**config.mk**
```make
export PLATFORM = sky130hd
export DESIGN_NAME = missed_dose_log
export DESIGN_NICKNAME = d
export VERILOG_FILES = /design/src/rtl/missed_dose_pkg.sv /design/src/rtl/dose_grace_timer.sv /design/src/rtl/missed_dose_log.sv
export SDC_FILE = /design/constraint.sdc
export NUM_CORES = 1
export LEC_CHECK = 0
export BUFFER_PORTS_ARGS = -buffer_cell sky130_fd_sc_hd__buf_2
export CORE_MARGIN = 2
export CORE_UTILIZATION = 30
export CTS_CLUSTER_SIZE = 16
export DETAILED_ROUTE_END_ITERATION = 12
export PLACE_DENSITY = 0.54
export SKIP_CTS_REPAIR_TIMING = 1
export SYNTH_ARGS = -nofsm -noshare
export SYNTH_HDL_FRONTEND = slang
export SYNTH_SLANG_ARGS = --single-unit
```
**constraint.sdc**
```tcl
create_clock -name clk -period 4.1 [get_ports clk]
set_input_delay 0.41 -clock clk [delete_from_list [all_inputs] [get_ports clk]]
set_output_delay 0.41 -clock clk [all_outputs]
set_load 0.005 [all_outputs]
```
**src/rtl/missed_dose_pkg.sv**
```systemverilog
// missed_dose_pkg: shared FSM state, log entry layout and default sizes for the missed-dose logger
package missed_dose_pkg;
  typedef enum logic [1:0] {IDLE, WAIT, REQ} state_t;
  localparam int PILL_ID_W = 2;
  localparam int GRACE_SEC_DEF = 900;
  localparam int DEPTH_DEF = 8;
  localparam int TW_DEF = 24;
  typedef struct packed {
    logic [PILL_ID_W-1:0] pill_id;
    logic [TW_DEF-1:0]    ts;
  } entry_t;
endpackage

```
**src/rtl/dose_grace_timer.sv**
```systemverilog
// dose_grace_timer: per-pill due-edge detect, grace-window FSM/counter and expiry timestamp capture (req/alert/time out, grant in)
module dose_grace_timer
  import missed_dose_pkg::*;
#(
  parameter int GRACE_SEC = GRACE_SEC_DEF,
  parameter int TW = TW_DEF
) (
  input  logic          clk,
  input  logic          reset,
  input  logic          i_tick,
  input  logic          i_due,
  input  logic          i_taken,
  input  logic [TW-1:0] i_time,
  input  logic          i_grant,
  output logic          o_req,
  output logic          o_alert,
  output logic [TW-1:0] o_time
);
  state_t        r_state;
  logic [11:0]   r_cnt;
  logic          r_due;
  logic          r_live;
  logic [TW-1:0] r_time;
  logic          w_edge;
  assign w_edge = i_due && !r_due && r_live;
  always_ff @(posedge clk) begin
    if (reset) begin
      r_state <= IDLE;
      r_cnt   <= '0;
      r_due   <= 1'b0;
      r_live  <= 1'b0;
      r_time  <= '0;
    end else begin
      r_due  <= i_due;
      r_live <= 1'b1;
      case (r_state)
        IDLE: if (w_edge) begin
          r_state <= WAIT;
          r_cnt   <= '0;
        end
        WAIT: if (i_taken) r_state <= IDLE;
        else if (i_tick) begin
          if (r_cnt == 12'(GRACE_SEC - 1)) begin
            r_state <= REQ;
            r_time  <= i_time;
          end else r_cnt <= r_cnt + 1'b1;
        end
        REQ: if (i_grant) r_state <= IDLE;
        default: r_state <= IDLE;
      endcase
    end
  end
  assign o_req   = r_state == REQ;
  assign o_alert = r_state == WAIT;
  assign o_time  = r_time;
endmodule

```
**src/rtl/missed_dose_log.sv**
```systemverilog
// missed_dose_log: grace timers per pill, lowest-index push arbiter and overwrite-on-full FWFT log of {pill_id, time}
module missed_dose_log
  import missed_dose_pkg::*;
#(
  parameter int NUM_PILLS = 3,
  parameter int GRACE_SEC = GRACE_SEC_DEF,
  parameter int DEPTH = DEPTH_DEF,
  parameter int TW = TW_DEF,
  localparam int AW = $clog2(DEPTH),
  localparam int EW = PILL_ID_W + TW
) (
  input  logic                 clk,
  input  logic                 reset,
  input  logic                 tick_1s,
  input  logic [NUM_PILLS-1:0] pill_due,
  input  logic [NUM_PILLS-1:0] pill_taken,
  input  logic [TW-1:0]        time_bcd,
  input  logic                 rd_en,
  output logic [EW-1:0]        rd_data,
  output logic                 empty,
  output logic                 full,
  output logic [AW:0]          count,
  output logic                 overflow,
  output logic [NUM_PILLS-1:0] alert
);
  logic [NUM_PILLS-1:0] w_req;
  logic [NUM_PILLS-1:0] w_grant;
  logic [TW-1:0]        w_cap [NUM_PILLS];
  logic [PILL_ID_W-1:0] w_id;
  logic [EW-1:0]        w_entry;
  logic                 w_push;
  logic                 w_pop;
  logic [EW-1:0]        r_mem [DEPTH];
  logic [AW-1:0]        r_wp;
  logic [AW-1:0]        r_rp;
  logic [AW:0]          r_count;
  logic                 r_ovf;
  for (genvar p = 0; p < NUM_PILLS; p++) begin : g_pill
    dose_grace_timer #(.GRACE_SEC(GRACE_SEC), .TW(TW)) u_timer (
      .clk     (clk),
      .reset   (reset),
      .i_tick  (tick_1s),
      .i_due   (pill_due[p]),
      .i_taken (pill_taken[p]),
      .i_time  (time_bcd),
      .i_grant (w_grant[p]),
      .o_req   (w_req[p]),
      .o_alert (alert[p]),
      .o_time  (w_cap[p])
    );
  end
  always_comb begin
    w_id = '0;
    for (int k = NUM_PILLS - 1; k >= 0; k--) if (w_req[k]) w_id = PILL_ID_W'(k);
  end
  assign w_grant = w_req & (~w_req + 1'b1);
  assign w_push  = |w_req;
  assign w_entry = {w_id, w_cap[w_id]};
  assign w_pop   = rd_en && !empty;
  always_ff @(posedge clk) if (w_push) r_mem[r_wp] <= w_entry;
  always_ff @(posedge clk) begin
    if (reset) begin
      r_wp    <= '0;
      r_rp    <= '0;
      r_count <= '0;
      r_ovf   <= 1'b0;
    end else begin
      if (w_push) r_wp <= r_wp + 1'b1;
      if (w_pop || (w_push && full)) r_rp <= r_rp + 1'b1;
      if (w_push && full && !w_pop) r_ovf <= 1'b1;
      r_count <= (w_push && !w_pop && !full) ? r_count + 1'b1 :
                 (w_pop && !w_push) ? r_count - 1'b1 : r_count;
    end
  end
  assign count    = r_count;
  assign empty    = r_count == '0;
  assign full     = r_count == (AW + 1)'(DEPTH);
  assign overflow = r_ovf;
  assign rd_data  = empty ? '0 : r_mem[r_rp];
endmodule

```
# Word level (Yosys, flattened, before mapping)
# Memory sizes are Yosys's and may differ from the RTL's. A register that Yosys moved wholly into a read port is not among the register bits.
# Index checks and enable logic that the tools add are counted.
[op_classes] shift=0 n_mux=47 n_lt_le_gt_ge=1 n_eq_ne=31 bitwise_logic=6 multipliers=0 div_mod_pow=0 n_addsub=8 n_reduce_logical=38
[ops] cell="two-way mux 12 bit" count=12
[ops] cell="one-hot mux 12 bit (2 select lines)" count=3
[ops] cell="binary-select mux 24 bit (select 2 bit)" count=1
[ops] cell="two-way mux 24 bit" count=2
[ops] cell="adder 12 x 1 -> 12 bit (second input constant)" count=3
[ops] cell="== test 12 x 10 -> 1 bit (second input constant)" count=3
[ops] cell="two-way mux 2 bit" count=18
[ops] cell="two-way mux 26 bit" count=1
[ops] cell="inequality test 2 bit (second input constant)" count=12
[ops] cell="AND reduction 4 bit" count=6
[ops] cell="inequality test 3 bit (second input constant)" count=6
[ops] cell="one-hot mux 2 bit (3 select lines)" count=3
[ops] cell="AND reduction 5 bit" count=3
[ops] cell="logical AND 1 bit" count=12
[ops] cell="adder 3 x 1 -> 3 bit (second input constant)" count=3
[ops] cell="two-way mux 4 bit" count=2
[ops] cell="nonzero test 2 bit" count=4
[ops] cell="logical NOT 1 bit" count=7
[ops] cell="== test 2 x 1 -> 1 bit (second input constant)" count=3
[ops] cell="== test 2 bit (second input constant)" count=3
[ops] cell="logical NOT 2 bit" count=3
[ops] cell="two-way mux 3 bit" count=2
[ops] cell="inequality test 2 x 1 -> 1 bit (second input constant)" count=3
[ops] cell="adder 4 x 1 -> 4 bit (second input constant)" count=1
[ops] cell="other kinds (11)" count=15
[totals] wordCells=149 reg_bits=129 latch_bits=0 mem_bits_rw=208 inputBits=34 mem_bits_ro=0 mem_count=1
[mem_list] name="r_mem" depth=8 word_bits=26 read_ports=1 rd_ports_with_merged_regs=1 wr=1 line_no="missed_dose_log.sv:33" rtl="logic [EW-1:0] r_mem [DEPTH];"

# Depth between registers and ports, before layout
[logic_depth] ltp_word=8 depth_mapped=10 ltp_nobuf=9

# By module
# Synthesis repeated with hierarchy kept, for this count alone.
[hier_totals] hier_cells=1032 area_unflattened_um2=14614.0
[by_module_without_submodules] module="missed_dose_log" seq_area_each_um2=6526.3 n_inst=1 cells_each=497 area_each_um2=9115.0
[by_module_without_submodules] module="dose_grace_timer at g_pill[0].u_timer ..." seq_area_each_um2=800.8 n_inst=2 cells_each=178 area_each_um2=1834.3
[by_module_without_submodules] module="dose_grace_timer at g_pill[1].u_timer" seq_area_each_um2=800.8 n_inst=1 cells_each=179 area_each_um2=1830.5

# Worst setup path after synthesis
# OpenSTA, ideal clock, no wires.
[synth_timing] path_kind="register to register" start="register g_pill[2].u_timer.r_state[1]" end="memory r_mem[0][0] (netlist name), enable pin" path_slack_ns=0.362 stages_incl_launch_ff=4 path_buffers=0 period_less_slack_ns=3.738 arrival_time_ns=3.263 setup_ns=0.475 required_ns=3.625 path_cell_list="dfxtp_1 > nor2b_2 > nor3_4 > nor4_1"
[synth_via] elab_chain_cells=4
[synth_rtl] item="from (decl)" line_no="dose_grace_timer.sv:19" rtl="state_t r_state;"
[synth_rtl] item="from (signal assigned)" line_no="dose_grace_timer.sv:28" rtl="r_state <= IDLE;"
[synth_rtl] item="from (signal assigned)" line_no="dose_grace_timer.sv:38" rtl="r_state <= WAIT;"
[synth_rtl] item="from (signal assigned)" line_no="dose_grace_timer.sv:41" rtl="WAIT: if (i_taken) r_state <= IDLE;"
[synth_rtl] item="== test 2 bit" line_no="dose_grace_timer.sv:53" rtl="assign o_req = r_state == REQ;"
[synth_rtl] item="OR reduction 3 bit" line_no="missed_dose_log.sv:57" rtl="assign w_push = |w_req;"
[synth_rtl] item="two-way mux 1 bit" line_no="missed_dose_log.sv:60" rtl="always_ff @(posedge clk) if (w_push) r_mem[r_wp] <= w_entry;"
[synth_rtl] item="two-way mux 1 bit (implied by the code)" line_no="missed_dose_log.sv:60"
[synth_rtl] item="to (decl)" line_no="missed_dose_log.sv:33"
# No other way between the ends.

==> reports/metrics.csv <==
metric,value,unit
CP max FO,28,
Syn. warnings,0,
Worst Hold Class,in -> reg,
Period minus WS final,3.05,ns
Fmax,328,MHz
number of synthesized flops with an enable pin,208,
DR pass1 iterations,4,
worst slew margin relative to its limit,26.2,%
clk_lat worst skew,0.52,ns
status,finished clean,
crit path DAT,2.64,ns
CP Cell Sequence,buf_4 > mux4_2 > mux2i_1 > nor2_1 > buf_2,
sum of negative setup slack,0,ns
critical path type,reg -> out,
Initial DRC Count,696,
Synth area leaders,"edfxtp_1, dfxtp_1, mux4_2",
Fillers,4540,
post-synth top area cell,edfxtp_1,
Synth Flop Type,edfxtp_1,
sequential area share after synthesis,63.7,%
Bufs and invs on worst path,2,
maximum root-to-sink buffer count,3,
PD cells,507,mW/mm^2
Area Overhead vs Synth,15.7,%
number of distinct library cells after synthesis,64,
Crit path max-delay family,multiplexers,
largest net degree at the start of global routing,62,
Worst R2R Setup Slack,1.24,ns
max incr delay on CP,0.73,ns
antenna fix cells,0,
post-route clock skew,0.0211,ns
WHS,0.158,ns
fraction of registers with async set/reset,0,%
Residual DRC,0,
Synth Net Count,1139,
Detail Route Antenna Nets,0,
Tcrit/Tclk final,74.4,%
layout cell share with drive strength beyond 1,18.2,%
Tightest Pin Transition,1.11,ns
Final Power,8.18,mW
TritonCTS Sinks,340,
H-tree depth,2,
die area,0.0482,sq mm
design area,0.0161,sq mm
vias in the first global route,8765,
wire per inst,18.2,um
"CTS clk-pin slew, worst paths",0.06,ns
first-pass GRT wire length,50.9,mm
Mean Syn Cell Area,12.7,sq um
Port Buf Inserts,69,
Total GRT Usage,13.7,%
nets@finish,1204,
core area,0.0463,sq mm
Synth Instances,1097,
routed wire length,32.7,mm
Chip Width,220,um
Final Setup Violations,0,
Mapped Area,0.0139,sq mm
clock root buffer master,clkbuf_16,
Post-DP Area,0.0150,sq mm
vias post-DR,8673,
Setup crit start kind,flip-flop,
Starting Density,30.2,%
Reg area,0.00890,sq mm
CTS tree,yes,
I/O pin total,70,
CTS buffer count,37,
top-area cell type share of the netlist area,44.8,%
final hold vios,0,
Cell Rows,79,
HPWL after DPL,19.4,mm
Worst Setup End Kind,output pin,
unrepaired setup endpoints after global routing,false,
Lkg Pwr,5.32,nW
maximum vdd drop,344,uV
fin. max-slew vios,0,
Die H,220,um
Max Cap Violations,0,
grt total ovfl,0,
GPL Wtd Cong,0.756,
Yosys reg bits,340,
vias per inst,4.83,
initial antenna violation count,6,
Critical Path RT,3.69,ns
Multi-input gate area,0.00477,sq mm
crit path max-delay cell type,dfxtp_4,
## cells in the mapped netlist (8+ instances only)
cell type,count
a21oi_1,68
a31oi_1,29
and2_1,8
and3_1,9
buf_2,16
clkbuf_1,32
dfxtp_1,132
edfxtp_1,208
inv_1,9
mux2i_1,54
mux4_2,52
nand2_1,175
nand3_1,18
nand4_1,16
nor2_1,118
nor2b_1,10
nor3_1,9
o21ai_1,11
or3_1,12
xor2_1,17
## area by class of cell
class | instances | area share [%]
Inverter | 11 | 0.256
Clock buffer | 56 | 6.36
Timing Repair Buffer | 87 | 3.07
Multi-Input combinational cell | 685 | 29.5
Sequential cell | 340 | 55.1
Tap cell | 607 | 4.70
Clock inverter | 11 | 0.977
## report_power, final
part / internal, mW / switching [mW] / leakage [nW]
Sequential: 3.62 / 0.122 / 2.80
Clock: 1.98 / 1.30 / 0.572
Combinational: 0.539 / 0.617 / 1.95
Total: 6.14 / 2.04 / 5.32
## sequential cells by signal (all words and copies together) (netlist names), named ones only
| name | flops |
|---|---|
| count | 4 |
| g_pill.u_timer.o_time | 72 |
| overflow | 1 |
| g_pill.u_timer.r_live | 1 |
| r_wp | 3 |
| g_pill.u_timer.r_due | 3 |
| g_pill.u_timer.r_state | 6 |
| r_mem | 208 |
| g_pill.u_timer.r_cnt | 36 |
| r_rp | 3 |
## placed cells by master (no fill, tap or decap), drive strengths merged, types with 4 or more instances in the layout
| master | count |
|---|---|
| dfxtp | 132 |
| nor2 | 119 |
| mux4 | 52 |
| nand2 | 177 |
| bufinv | 4 |
| mux2i | 54 |
| a31oi | 29 |
| nor4b | 4 |
| nand4 | 18 |
| ha | 7 |
| or3 | 12 |
| nand2b | 7 |
| inv | 13 |
| and2 | 8 |
| nand3 | 18 |
| nor2b | 12 |
| xor2 | 17 |
| nor4 | 6 |
| edfxtp | 208 |
| a21oi | 68 |
| clkinv | 5 |
| and3 | 9 |
| buf | 87 |
| clkbuf | 56 |
| o21ai | 18 |
| nor3 | 10 |
## per-stage QoR
step	worst slack [ns]	util (%)	std cells
after global placement	1.33	32.3	1730
after detailed placement	1.27	32.3	1730
final	1.05	34.9	1797
after floorplan	0.362	-	1097
after global routing	0.850	34.9	1797
after CTS	0.967	34.9	1797
## worst paths after layout
check | start | cells past startpoint | end
max reg2reg | count[0]$_SDFFE_PP0P_ | 10 | count[3]$_SDFFE_PP0P_
min reg2reg | g_pill[2].u_timer.o_time[18]$_SDFFE_PP0P_ | 2 | g_pill[2].u_timer.o_time[18]$_SDFFE_PP0P_
max | flip-flop | 5 | rd_data[5]
min | pill_due[2] | 2 | g_pill[2].u_timer.r_due$_SDFF_PP0_
## cell families (layout without fill, tap and decap cells)
kind of cell / Yosys count / after routing / synth area share (%)
xor+xnor: 19 / 19 / 1.19
simple gates: 418 / 418 / 13.9
mux: 106 / 106 / 12.3
buf+inv: 72 / 165 / 2.46
compound gates: 134 / 134 / 5.66
flops: 340 / 340 / 63.7
fa+ha+maj: 8 / 8 / 0.771
## per-layer routing
layer | vias to the layer above | share of wire, % | global-route usage [%]
li1 | 4150 | - | -
met2 | 178 | 46 | 22.4
met1 | 4277 | 47 | 18.3
met4 | 12 | 2.1 | 3.60
met5 | - | 0.25 | 0
met3 | 56 | 5.0 | 2.91
No activity file was read; power rests on OpenSTA's default activity.
